**src/rtl/psg_bus_pkg.sv**
```systemverilog
// ============================================================================
//  psg_bus_pkg
//  Shared types and constants for the PSG wave-table bus master.
//  Revision: 1.0
// ============================================================================
`default_nettype none

package psg_bus_pkg;

    localparam int CH_NUM = 8;
    localparam int CH_W   = 3;
    localparam int DEF_AW = 24;
    localparam int DEF_DW = 16;
    localparam int WD_W   = 8;

    typedef enum logic [1:0] {
        S_IDLE = 2'd0,
        S_ARB  = 2'd1,
        S_BUS  = 2'd2,
        S_DONE = 2'd3
    } state_t;

endpackage

`default_nettype wire

```
**src/rtl/psg_bus_watchdog.sv**
```systemverilog
// ============================================================================
//  psg_bus_watchdog
//  Counts clocks spent in a bus cycle and flags expiry at TIMEOUT clocks.
//  Revision: 1.0
// ============================================================================
`default_nettype none

module psg_bus_watchdog
    import psg_bus_pkg::*;
#(
    parameter int TIMEOUT = 255
) (
    input  logic clk,
    input  logic rst_n,
    input  logic clr,
    input  logic en,
    output logic expired
);

    // Expiry is seen on the TIMEOUT-th clock edge spent in the bus cycle.
    localparam logic [WD_W-1:0] c_LIMIT = WD_W'(TIMEOUT - 1);

    logic [WD_W-1:0] r_cnt;

    assign expired = en && (r_cnt >= c_LIMIT);

    always_ff @(posedge clk or negedge rst_n) begin
        if (!rst_n) begin
            r_cnt <= '0;
        end else if (clr) begin
            r_cnt <= '0;
        end else if (en && !expired) begin
            r_cnt <= r_cnt + 1'b1;
        end
    end

endmodule

`default_nettype wire

```
**src/rtl/psg_wt_bus_master.sv**
```systemverilog
// ============================================================================
//  psg_wt_bus_master
//  Runs one system-bus read per arbiter grant and returns data to the owner.
//  Optional bus watchdog enabled by defining PSG_BUS_TIMEOUT_EN.
//  Revision: 1.0
// ============================================================================
`default_nettype none

module psg_wt_bus_master
    import psg_bus_pkg::*;
#(
    parameter int AW      = DEF_AW,
    parameter int DW      = DEF_DW,
    parameter int NCH     = CH_NUM,
    parameter int TIMEOUT = 255
) (
    input  logic              clk,
    input  logic              rst_n,
    input  logic              ce,
    input  logic [NCH-1:0]    req,
    input  logic [NCH*AW-1:0] adr_i,
    input  logic [NCH-1:0]    sel,
    input  logic [CH_W-1:0]   seln,
    output logic              arb_ack,
    output logic              cyc_o,
    output logic              stb_o,
    output logic [AW-1:0]     adr_o,
    input  logic              ack_i,
    input  logic [DW-1:0]     dat_i,
    output logic [NCH-1:0]    ch_ack,
    output logic [DW-1:0]     ch_dat
`ifdef PSG_BUS_TIMEOUT_EN
    ,
    output logic              bus_err
`endif
);

    state_t          r_state;
    logic [CH_W-1:0] r_chan;
    logic [AW-1:0]   w_adr [NCH];
    logic            w_expired;

    for (genvar k = 0; k < NCH; k++) begin : g_adr
        assign w_adr[k] = adr_i[k*AW +: AW];
    end

`ifdef PSG_BUS_TIMEOUT_EN
    psg_bus_watchdog #(
        .TIMEOUT (TIMEOUT)
    ) u_watchdog (
        .clk     (clk),
        .rst_n   (rst_n),
        .clr     (r_state == S_ARB),
        .en      (r_state == S_BUS),
        .expired (w_expired)
    );
`else
    logic w_unused_timeout;
    assign w_unused_timeout = (TIMEOUT > 0);
    assign w_expired        = 1'b0;
`endif

    always_ff @(posedge clk or negedge rst_n) begin
        if (!rst_n) begin
            r_state <= S_IDLE;
            r_chan  <= '0;
            arb_ack <= 1'b1;
            cyc_o   <= 1'b0;
            stb_o   <= 1'b0;
            adr_o   <= '0;
            ch_ack  <= '0;
            ch_dat  <= '0;
`ifdef PSG_BUS_TIMEOUT_EN
            bus_err <= 1'b0;
`endif
        end else begin
            ch_ack <= '0;
`ifdef PSG_BUS_TIMEOUT_EN
            bus_err <= 1'b0;
`endif
            case (r_state)
                S_IDLE: begin
                    if (ce && (|req)) begin
                        r_state <= S_ARB;
                        arb_ack <= 1'b0;
                    end
                end
                S_ARB: begin
                    // A grant is only honoured if the owner is still requesting.
                    if (sel[seln] && req[seln]) begin
                        r_chan  <= seln;
                        adr_o   <= w_adr[seln];
                        cyc_o   <= 1'b1;
                        stb_o   <= 1'b1;
                        r_state <= S_BUS;
                    end else begin
                        r_state <= S_IDLE;
                        arb_ack <= 1'b1;
                    end
                end
                S_BUS: begin
                    if (ack_i) begin
                        ch_dat         <= dat_i;
                        ch_ack[r_chan] <= 1'b1;
                        cyc_o          <= 1'b0;
                        stb_o          <= 1'b0;
                        r_state        <= S_DONE;
                    end else if (w_expired) begin
                        cyc_o   <= 1'b0;
                        stb_o   <= 1'b0;
`ifdef PSG_BUS_TIMEOUT_EN
                        bus_err <= 1'b1;
`endif
                        r_state <= S_IDLE;
                        arb_ack <= 1'b1;
                    end
                end
                S_DONE: begin
                    r_state <= S_IDLE;
                    arb_ack <= 1'b1;
                end
                default: begin
                    r_state <= S_IDLE;
                    arb_ack <= 1'b1;
                end
            endcase
        end
    end

endmodule

`default_nettype wire

```
**config.mk**
```make
export PLATFORM = sky130hd
export DESIGN_NAME = psg_wt_bus_master
export DESIGN_NICKNAME = d
export VERILOG_FILES = /design/src/rtl/psg_bus_pkg.sv /design/src/rtl/psg_bus_watchdog.sv /design/src/rtl/psg_wt_bus_master.sv
export SDC_FILE = /design/constraint.sdc
export NUM_CORES = 1
export LEC_CHECK = 0
export CORE_AREA = 2 2 109 111
export DETAILED_ROUTE_END_ITERATION = 10
export DIE_AREA = 0 0 111 113
export GPL_TIMING_DRIVEN = 0
export PLACE_DENSITY = 0.78
export SLEW_MARGIN = 10
export SYNTH_ARGS = -nofsm -noshare
export SYNTH_HDL_FRONTEND = slang
export SYNTH_SLANG_ARGS = --single-unit
```
**constraint.sdc**
```tcl
create_clock -name clk -period 3.7 [get_ports clk]
set_input_delay 0.74 -clock clk [delete_from_list [all_inputs] [get_ports clk]]
set_output_delay 0.74 -clock clk [all_outputs]
set_load 0.005 [all_outputs]
```
# After elaboration in Yosys (flattened, before gate mapping)
# Index checks and enable logic that the tools add are counted.
[word_totals]
ff_bits = 55
inputBits = 231
output_inout_bits = 51
elab_cells = 52
[op_classes]
order_cmp = 4
eq_ne = 7
n_mux = 21
bitwise_logic = 2
reduce_logical = 11
[op_table]
columns = ["operator", "count"]
rows = [
  ["binary-select mux 24 bit (select 3 bit)", 1],
  ["2-to-1 mux 24 bit", 2],
  ["2-to-1 mux 8 bit", 2],
  ["less-than comparator 3 x 4 -> 1 bit, second input constant", 2],
  ["inequality test 2 bit, second input constant", 4],
  ["one-hot mux 2 bit (4 select lines)", 1],
  ["OR reduction 8 bit", 1],
  ["2-to-1 mux 1 bit", 7],
  ["binary-select mux 1 bit (select 3 bit)", 2],
  ["2-to-1 mux 2 bit", 3],
  ["AND reduction 2 bit", 3],
  ["AND reduction 3 bit", 2],
  ["== test 2 bit, second input constant", 2],
  [">= comparator 4 bit, second input constant", 1],
  ["NOT 3 -> 4 bit", 1],
  ["demux 1 bit (select 3 bit)", 1],
  [">= comparator 3 x 1 -> 1 bit, second input constant", 1],
  ["logical AND 1 bit", 3],
  ["one-hot mux 1 bit (3 select lines)", 1],
  ["== test 2 x 1 -> 1 bit, second input constant", 1],
  ["zero test 2 bit", 1],
  ["one-hot mux 1 bit (2 select lines)", 1],
  ["nonzero test 2 bit", 1],
  ["NOT 1 bit", 1],
]

# Logic depth before layout (Yosys ltp)
# Gate-level depths: netlist of run 1.
[depth]
word_depth = 6
mapped_depth = 6
mapped_depth_nobuf = 4

# Least setup slack after synthesis of run 1
# No wires, ideal clock.
[synth_timing]
path_type = "input -> register"
from = "in seln[0]"
to = "reg r_chan[1]"
setup_time_ps = 128
arrival_ps = 2162
setup_slack_ps = 1410
cell_stages = 5
path_buffers = 2
path_cell_list = "buf_6 -> mux4_2 -> o22ai_4 -> buf_6 -> mux2_1"
[synth_between]
elab_chain_cells = 4
elab_cells_between_ends = 6
[synth_lines]
columns = ["element", "line", "rtl"]
rows = [
  ["start, declared", "psg_wt_bus_master.sv:23", "input logic [CH_W-1:0] seln,"],
  ["binary-select mux 1 bit (select 3 bit)", "psg_wt_bus_master.sv:90", "if (sel[seln] && req[seln]) begin"],
  ["2-to-1 mux 1 bit (implied by the code)", "psg_wt_bus_master.sv:90", ""],
  ["logical AND 1 bit (*)", "psg_wt_bus_master.sv:90", ""],
  ["AND reduction 2 bit (no line) (*)", "--", ""],
  ["end signal, assigned", "psg_wt_bus_master.sv:91", "r_chan <= seln;"],
  ["end, declared", "psg_wt_bus_master.sv:39", "logic [CH_W-1:0] r_chan;"],
]
# Every way passes the cells marked *; elsewhere a longest branch is shown, timed or not. The select of a mux whose other input is x is not followed.
# A chain may end at the register's enable or synchronous reset.

# Final worst setup path of run 1
[layout_timing]
from = "in seln[2]"
to = "reg adr_o[14]"
[layout_between]
elab_chain_cells = 4
elab_cells_between_ends = 10
[layout_lines]
columns = ["element", "line", "rtl"]
rows = [
  ["binary-select mux 1 bit (select 3 bit) or NOT 3 -> 4 bit (tied branches)", "psg_wt_bus_master.sv:90, psg_wt_bus_master.sv:92", ""],
  ["2-to-1 mux 1 bit (implied by the code) or binary-select mux 24 bit (select 3 bit) (tied branches)", "psg_wt_bus_master.sv:90, psg_wt_bus_master.sv:92", ""],
  ["logical AND 1 bit or 2-to-1 mux 24 bit (tied branches)", "psg_wt_bus_master.sv:90, psg_wt_bus_master.sv:92", ""],
  ["AND reduction 2 bit (no line) or 2-to-1 mux 24 bit (tied branches)", "--", ""],
  ["end signal, assigned", "psg_wt_bus_master.sv:92", "adr_o <= w_adr[seln];"],
  ["end, declared", "psg_wt_bus_master.sv:27", "output logic [AW-1:0] adr_o,"],
]
# Parallel ways exist; a longest one is shown, timed or not. The select of a mux whose other input is x is not followed.

==> reports/qor.json, run 1 <==
{
  "postSynthRegisterBits": {"value": 55},
  "area_share_of_the_largest_cell_type_after_synthesis": {"value": 36.7, "unit": "%"},
  "initial_core_util": {"value": 32.6, "unit": "%"},
  "post_synth_main_area_contributors": {"value": "sky130_fd_sc_hd__dfrtp_1, sky130_fd_sc_hd__mux4_2, sky130_fd_sc_hd__mux2_2"},
  "syn_area": {"value": 0.00368, "unit": "mm2"},
  "route.detailed.vias_per_inst": {"value": 4.99},
  "detail_route.wl_per_cell": {"value": 20.5, "unit": "um"},
  "final_number_of_setup_violating_endpoints": {"value": 0},
  "post_route_cells_drive_above_1_share": {"value": 26.6, "unit": "%"},
  "worstHoldPathType": {"value": "primary input to asynchronous set/reset pin"},
  "number_of_antenna_violations_at_the_first_check_in_global_routing": {"value": 0},
  "finalWorstPathRequiredPeriod": {"value": 2870, "unit": "ps"},
  "synth_top_area_cell": {"value": "sky130_fd_sc_hd__dfrtp_1"},
  "crit_arrival": {"value": 3030, "unit": "ps"},
  "power-per-cell-area": {"value": 438, "unit": "mW/mm2"},
  "yosysUniqueCellTypes": {"value": 30},
  "pin_count": {"value": 282},
  "floorplan.core_area": {"value": 0.0113, "unit": "mm2"},
  "hold_viol_final": {"value": 0},
  "global_route_wire_length_before_repair": {"value": 20.7, "unit": "mm"},
  "nature_of_the_critical_path_startpoint": {"value": "primary input"},
  "chipHeight": {"value": 113, "unit": "um"},
  "max_slew_margin": {"value": 40.5, "unit": "%"},
  "postCtsHoldBufs": {"value": 0},
  "fp.dieArea": {"value": 0.0125, "unit": "mm2"},
  "cts_buffer_depth": {"value": 2},
  "cts.sinks": {"value": 55},
  "netlist_top_cells_count": {"value": "sky130_fd_sc_hd__dfrtp_1, sky130_fd_sc_hd__mux4_2, sky130_fd_sc_hd__mux2_2"},
  "f_max": {"value": 348, "unit": "MHz"},
  "htreeDepth": {"value": 2},
  "synth-seq-area-share": {"value": 37.5, "unit": "%"},
  "row_count": {"value": 39},
  "tightest_slew": {"value": 893, "unit": "ps"},
  "worstSetupEndpointType": {"value": "register"},
  "placed_cells": {"value": 655},
  "cts_tree": {"value": "yes"},
  "final_antenna_net_count": {"value": 0},
  "yosysWarningCount": {"value": 0},
  "synth_edf_count": {"value": 0},
  "fin_cells": {"value": 662},
  "syn_nets": {"value": 462},
  "place.detailed.hpwl": {"value": 11.6, "unit": "mm"},
  "grt_pass1_vias": {"value": 3966},
  "timing.rr.end": {"value": "r_chan[0]$_DFFE_PN0P_"},
  "timing_worst_setup_path_type": {"value": "primary input to register"},
  "clock_latency": {"value": 280, "unit": "ps"},
  "ctsRootBufferMaster": {"value": "sky130_fd_sc_hd__clkbuf_16"},
  "layout.nets": {"value": 750},
  "power.ir.vdd_worst": {"value": 0.000299, "unit": "V"},
  "clk_transition_reported_paths": {"value": 70, "unit": "ps"},
  "timing.reg2reg.setup_slack": {"value": 1870, "unit": "ps"},
  "maxSlewViolCount": {"value": 0},
  "finalSetupTns": {"value": 0, "unit": "ps"},
  "postPlaceCellArea": {"value": 0.00667, "unit": "mm2"},
  "layout-area-overhead-vs-synth": {"value": 85.9, "unit": "%"},
  "drcViolationCount": {"value": 0},
  "initialDrtViolationCount": {"value": 86},
  "timing.reg2reg.worst_path_depth": {"value": 5},
  "largest_net_degree_at_the_start_of_global_routing": {"value": 34},
  "dr.pass1.iters": {"value": 4},
  "totalWireLength": {"value": 13.6, "unit": "mm"},
  "yosys_most_used_dff": {"value": "sky130_fd_sc_hd__dfrtp_1"},
  "fin_crit_sh": {"value": 77.6, "unit": "%"},
  "drv.max_cap_violation_count": {"value": 0},
  "outcome": {"value": "finished clean"},
  "required": {"value": 3860, "unit": "ps"},
  "grt_setup_unrepaired": {"value": "no"},
  "port_buffers": {"value": 280},
  "gate_count_of_the_mapped_netlist": {"value": 231},
  "n_antenna_cell": {"value": 0},
  "via_total_after_detailed_routing": {"value": 3304},
  "worstPathMaxFanout": {"value": 10},
  "cts_post_setup_buffers_inserted": {"value": 0},
  "die_width": {"value": 111, "unit": "um"},
  "postLayoutCellArea": {"value": 0.00684, "unit": "mm2"},
  "asyncSetResetFlopFracSynth": {"value": 100, "unit": "%"},
  "p_leak": {"value": 2.64, "unit": "nW"},
  "groute.usage.overall": {"value": 21.4, "unit": "%"},
  "routabilityCongestion": {"value": 0.935},
  "cts_made_buffers": {"value": 5},
  "syn_avg_cell_area": {"value": 15.9, "unit": "um2"},
  "cts_resized": {"value": 0},
  "grt_overflow_total": {"value": 0},
  "clock-skew-final": {"value": 5.97, "unit": "ps"},
  "post-synth-top-count-cell": {"value": "sky130_fd_sc_hd__dfrtp_1"}
}
## cell type report
cell class                 count  area [um2]
multi-input combinational    156        2160
buffer                        19         138
clock inverter                 2        37.5
inverter                       1        3.75
sequential                    55        1380
fill                         936        4440
clock buffer                   5         125
timing repair buffer         281        2820
tap                          143         179
## worst max-delay path, stage by stage
cell	delay (ps)
sky130_fd_sc_hd__clkdlybuf4s50_1	490
sky130_fd_sc_hd__buf_2	290
sky130_fd_sc_hd__buf_1	550
sky130_fd_sc_hd__mux4_2	430
sky130_fd_sc_hd__mux2_2	280
sky130_fd_sc_hd__mux2_4	250
## power by group
| group | internal, mW | switching, mW | total [mW] |
|---|---|---|---|
| Clock | 0.315 | 0.199 | 0.514 |
| Sequential | 0.865 | 0.159 | 1.02 |
| Combinational | 1.03 | 0.423 | 1.45 |
## how the worst max path moves through the flow
stage | start | end | slack, ps | cells past startpoint
2_1_floorplan | seln[0] | r_chan[1]$_DFFE_PN0P_ | 1410 | 5
3_3_place_gp | rst_n | adr_o[6]$_DFFE_PN0P_ | 220 | 1
3_5_place_dp | seln[2] | adr_o[20]$_DFFE_PN0P_ | 530 | 6
4_1_cts | seln[2] | adr_o[20]$_DFFE_PN0P_ | 820 | 6
5_1_grt | seln[2] | adr_o[20]$_DFFE_PN0P_ | 750 | 6
6_report | seln[2] | adr_o[14]$_DFFE_PN0P_ | 830 | 6
## logic make-up (layout without fill, tap and decap cells)
group,Yosys count,count (layout),synth area share (%)
simple gates,30,30,3.91
flops,55,55,37.5
compound gates,9,9,2.04
mux,117,117,52.7
buf+inv,20,308,3.84
## stage by stage
step	power, mW	setup slack [ps]	utilization [%]	hold WS (ps)
final	2.99	829	60.7	445
after global routing	3.16	755	60.7	488
after CTS	3.03	823	60.7	455
after detailed placement	2.51	532	59.2	497
after global placement	2.47	225	59.1	485
after floorplan	1.60	1410	-	444
## registers in the layout (all words and copies together) (netlist names), named ones only
| name | cells |
|---|---|
| adr_o | 24 |
| r_chan | 3 |
| ch_ack | 8 |
| ch_dat | 16 |
| arb_ack | 1 |
| stb_o | 1 |
| r_state | 1 |
## placed cells by master, fill, tap and decap left out, types with 2 or more instances in the layout
cell type                         synthesis  final
sky130_fd_sc_hd__nor3_1                   4      4
sky130_fd_sc_hd__buf_6                    3      3
sky130_fd_sc_hd__buf_12                   2      3
sky130_fd_sc_hd__mux2_1                   2      2
sky130_fd_sc_hd__nor2_1                   5      5
sky130_fd_sc_hd__mux2_4                  16     16
sky130_fd_sc_hd__clkbuf_16                0      5
sky130_fd_sc_hd__mux4_2                  50     50
sky130_fd_sc_hd__buf_1                    4      4
sky130_fd_sc_hd__nand2_1                 11     11
sky130_fd_sc_hd__nand2b_1                 4      4
sky130_fd_sc_hd__o21ai_0                  2      2
sky130_fd_sc_hd__clkdlybuf4s50_1          0    279
sky130_fd_sc_hd__clkbuf_1                 3      3
sky130_fd_sc_hd__or4_1                    2      2
sky130_fd_sc_hd__a21o_1                   2      2
sky130_fd_sc_hd__mux2_2                  48     48
sky130_fd_sc_hd__dfrtp_1                 54     54
sky130_fd_sc_hd__buf_2                    6      7
## layer usage
layer / share of wire [%] / global-route usage [%] / routed length, um
met2: 56 / 41.4 / 7560
met1: 37 / 24.1 / 5040
met5: 0 / 0 / 0
met4: 1.0 / 4.67 / 142
met3: 6.1 / 4.87 / 826
Note: power is estimated with default switching activity, not from simulation.
==> inputs of run 2 (changes only) <==
- CORE_AREA: 2 2 109 111 -> not set
- CORE_ASPECT_RATIO: not set -> 1.75
- CORE_MARGIN: not set -> 2
- CORE_UTILIZATION: not set -> 31
- DIE_AREA: 0 0 111 113 -> not set
- clock period: 3.7 -> 2.3 ns (I/O delays scaled with it)
==> reports/qor.json, run 2 (synthesis results as in run 1) <==
{
  "fin_crit_sh": {"value": 96.0, "unit": "%"},
  "crit_arrival": {"value": 2390, "unit": "ps"},
  "finalWorstPathRequiredPeriod": {"value": 2210, "unit": "ps"},
  "final.fill_count": {"value": 950},
  "grt_overflow_total": {"value": 0},
  "drcViolationCount": {"value": 0},
  "route.detailed.vias_per_inst": {"value": 5.15},
  "nature_of_the_critical_path_startpoint": {"value": "primary input"},
  "final_number_of_setup_violating_endpoints": {"value": 0},
  "largest_net_degree_at_the_start_of_global_routing": {"value": 56},
  "max_slew_margin": {"value": 52.0, "unit": "%"},
  "cts_made_buffers": {"value": 5},
  "via_total_after_detailed_routing": {"value": 3380},
  "cp_cell_sequence": {"value": "clkdlybuf4s50_1 > clkbuf_4 > buf_4 > mux4_2 > mux2_2 > mux2_4"},
  "postPlaceCellArea": {"value": 0.00665, "unit": "mm2"},
  "initialDrtViolationCount": {"value": 99},
  "grt_setup_unrepaired": {"value": "no"},
  "clock_latency": {"value": 290, "unit": "ps"},
  "n_antenna_cell": {"value": 0},
  "placement.setup.worst_slack": {"value": -583, "unit": "ps"},
  "clock-skew-final": {"value": 7.91, "unit": "ps"},
  "outcome": {"value": "finished clean"},
  "power.ir.vdd_worst": {"value": 0.000300, "unit": "V"},
  "cp_slowest_cell": {"value": "sky130_fd_sc_hd__clkdlybuf4s50_1"},
  "final.hold.worst_slack": {"value": 214, "unit": "ps"},
  "cts_tree": {"value": "yes"},
  "finalSetupTns": {"value": 0, "unit": "ps"},
  "floorplan.core_area": {"value": 0.0116, "unit": "mm2"},
  "most-common-layout-cells": {"value": "sky130_fd_sc_hd__clkdlybuf4s50_1, sky130_fd_sc_hd__dfrtp_1, sky130_fd_sc_hd__mux4_2"},
  "maxSlewViolCount": {"value": 0},
  "die_width": {"value": 86.3, "unit": "um"},
  "fin_cells": {"value": 656},
  "htreeDepth": {"value": 2},
  "postLayoutCellArea": {"value": 0.00685, "unit": "mm2"},
  "clk_transition_reported_paths": {"value": 80, "unit": "ps"},
  "row_count": {"value": 52},
  "number_of_flip_flops_in_the_largest_register": {"value": 24},
  "register_with_the_most_flip_flops": {"value": "adr_o"},
  "worstSetupEndpointType": {"value": "register"},
  "detail_route.wl_per_cell": {"value": 22.1, "unit": "um"},
  "port_buffers": {"value": 280},
  "number_of_antenna_violations_at_the_first_check_in_global_routing": {"value": 0},
  "p_leak": {"value": 2.66, "unit": "nW"},
  "layout.cells.most_common": {"value": "sky130_fd_sc_hd__clkdlybuf4s50_1"},
  "groute.usage.overall": {"value": 22.4, "unit": "%"},
  "timing_worst_setup_path_type": {"value": "primary input to register"},
  "hold_viol_final": {"value": 0},
  "initial_core_util": {"value": 31.8, "unit": "%"},
  "post_route_cells_drive_above_1_share": {"value": 27.8, "unit": "%"},
  "fp.dieArea": {"value": 0.0128, "unit": "mm2"},
  "finalWorstSetupSlack": {"value": 91.8, "unit": "ps"},
  "f_max": {"value": 453, "unit": "MHz"},
  "layout-area-overhead-vs-synth": {"value": 86.2, "unit": "%"},
  "cts.sinks": {"value": 55},
  "totalWireLength": {"value": 14.5, "unit": "mm"},
  "grt_pass1_vias": {"value": 3862},
  "cts_buffer_depth": {"value": 2},
  "tightest_slew": {"value": 721, "unit": "ps"},
  "drv.max_cap_violation_count": {"value": 0},
  "worstPathMaxFanout": {"value": 10},
  "worstHoldPathType": {"value": "primary input to asynchronous set/reset pin"},
  "postCtsHoldBufs": {"value": 0},
  "routabilityCongestion": {"value": 0.941},
  "dr.pass1.iters": {"value": 4},
  "final_antenna_net_count": {"value": 0},
  "ctsRootBufferMaster": {"value": "sky130_fd_sc_hd__clkbuf_16"},
  "required": {"value": 2480, "unit": "ps"},
  "biggestRegsByFlops": {"value": "adr_o x24, ch_dat x16, ch_ack x8"},
  "place.detailed.hpwl": {"value": 12.3, "unit": "mm"},
  "critical-path-max-stage-delay": {"value": 550, "unit": "ps"},
  "global_route_wire_length_before_repair": {"value": 21.3, "unit": "mm"},
  "pin_count": {"value": 282},
  "placed_cells": {"value": 646},
  "layout.nets": {"value": 751},
  "power-per-cell-area": {"value": 717, "unit": "mW/mm2"},
  "chipHeight": {"value": 148, "unit": "um"}
}
run 2: cell types whose count changed in the layout (fill, tap and decap cells not counted), moves of 2 or more:
| cell | before | now |
|---|---|---|
| sky130_fd_sc_hd__buf_4 | 1 | 6 |
| sky130_fd_sc_hd__buf_1 | 4 | 1 |
| sky130_fd_sc_hd__clkbuf_1 | 3 | 1 |
| sky130_fd_sc_hd__clkbuf_2 | 0 | 2 |
run 2: layer usage:
layer  global-route usage (%)  share of wire [%]  vias to the layer above
li1                         -                  -                     1502
met1                     24.1                 34                     1661
met2                     41.6                 56                      191
met3                     5.77                6.8                       26
met4                     7.58                3.0                        0
met5                        0                  0                        -
run 2: area by class of cell:
| class | instances | area, um2 | share of cell area (%) |
|---|---|---|---|
| clock buffer | 5 | 125 | 1.83 |
| multi-input combinational | 156 | 2160 | 31.5 |
| sequential | 55 | 1380 | 20.1 |
| tap | 135 | 169 | 2.47 |
| clock inverter | 3 | 46.3 | 0.676 |
| buffer | 19 | 151 | 2.21 |
| timing repair buffer | 282 | 2820 | 41.1 |
| inverter | 1 | 3.75 | 0.0548 |
run 2: critical path: cells and delay by family:
| family | cells | cell delay (ps) |
|---|---|---|
| mux | 3 | 880 |
| buf+inv | 3 | 1050 |
run 2: metrics by stage:
step                util (%)  total power [mW]
floorplan                  -              2.58
global placement        57.4              3.97
detailed placement      57.4              4.04
CTS                     59.1              4.97
global route            59.1              5.17
finish                  59.1              4.91
run 2: what timing repair did:
action	4_1_cts	5_1_grt
gates resized for setup	6	3
endpoints found under the setup margin	26	5
hold endpoints to repair	0	0
setup buffers	2	0
pin swaps	1	0
run 2: report_power, final:
group / total (mW) / internal (mW) / switching [mW] / leakage [nW]
combinational: 2.35 / 1.66 / 0.683 / 1.91
sequential: 1.67 / 1.39 / 0.282 / 0.671
clock: 0.886 / 0.518 / 0.367 / 0.0804
run 2: path summary, 6_finish.rpt:
kind,from,endpoint,slack [ps],cells after the start
setup / recovery,seln[1],adr_o[22]$_DFFE_PN0P_,90,6
hold / removal,rst_n,adr_o[2]$_DFFE_PN0P_,210,1
setup reg to reg,r_state[0]$_DFFE_PN0P_,ch_dat[13]$_DFFE_PN0P_,600,4
hold reg to reg,ch_dat[4]$_DFFE_PN0P_,ch_dat[4]$_DFFE_PN0P_,510,1
max in group asynchronous,rst_n,ch_dat[3]$_DFFE_PN0P_,1600,1
min in group clk,ch_dat[4]$_DFFE_PN0P_,ch_dat[4]$_DFFE_PN0P_,510,1
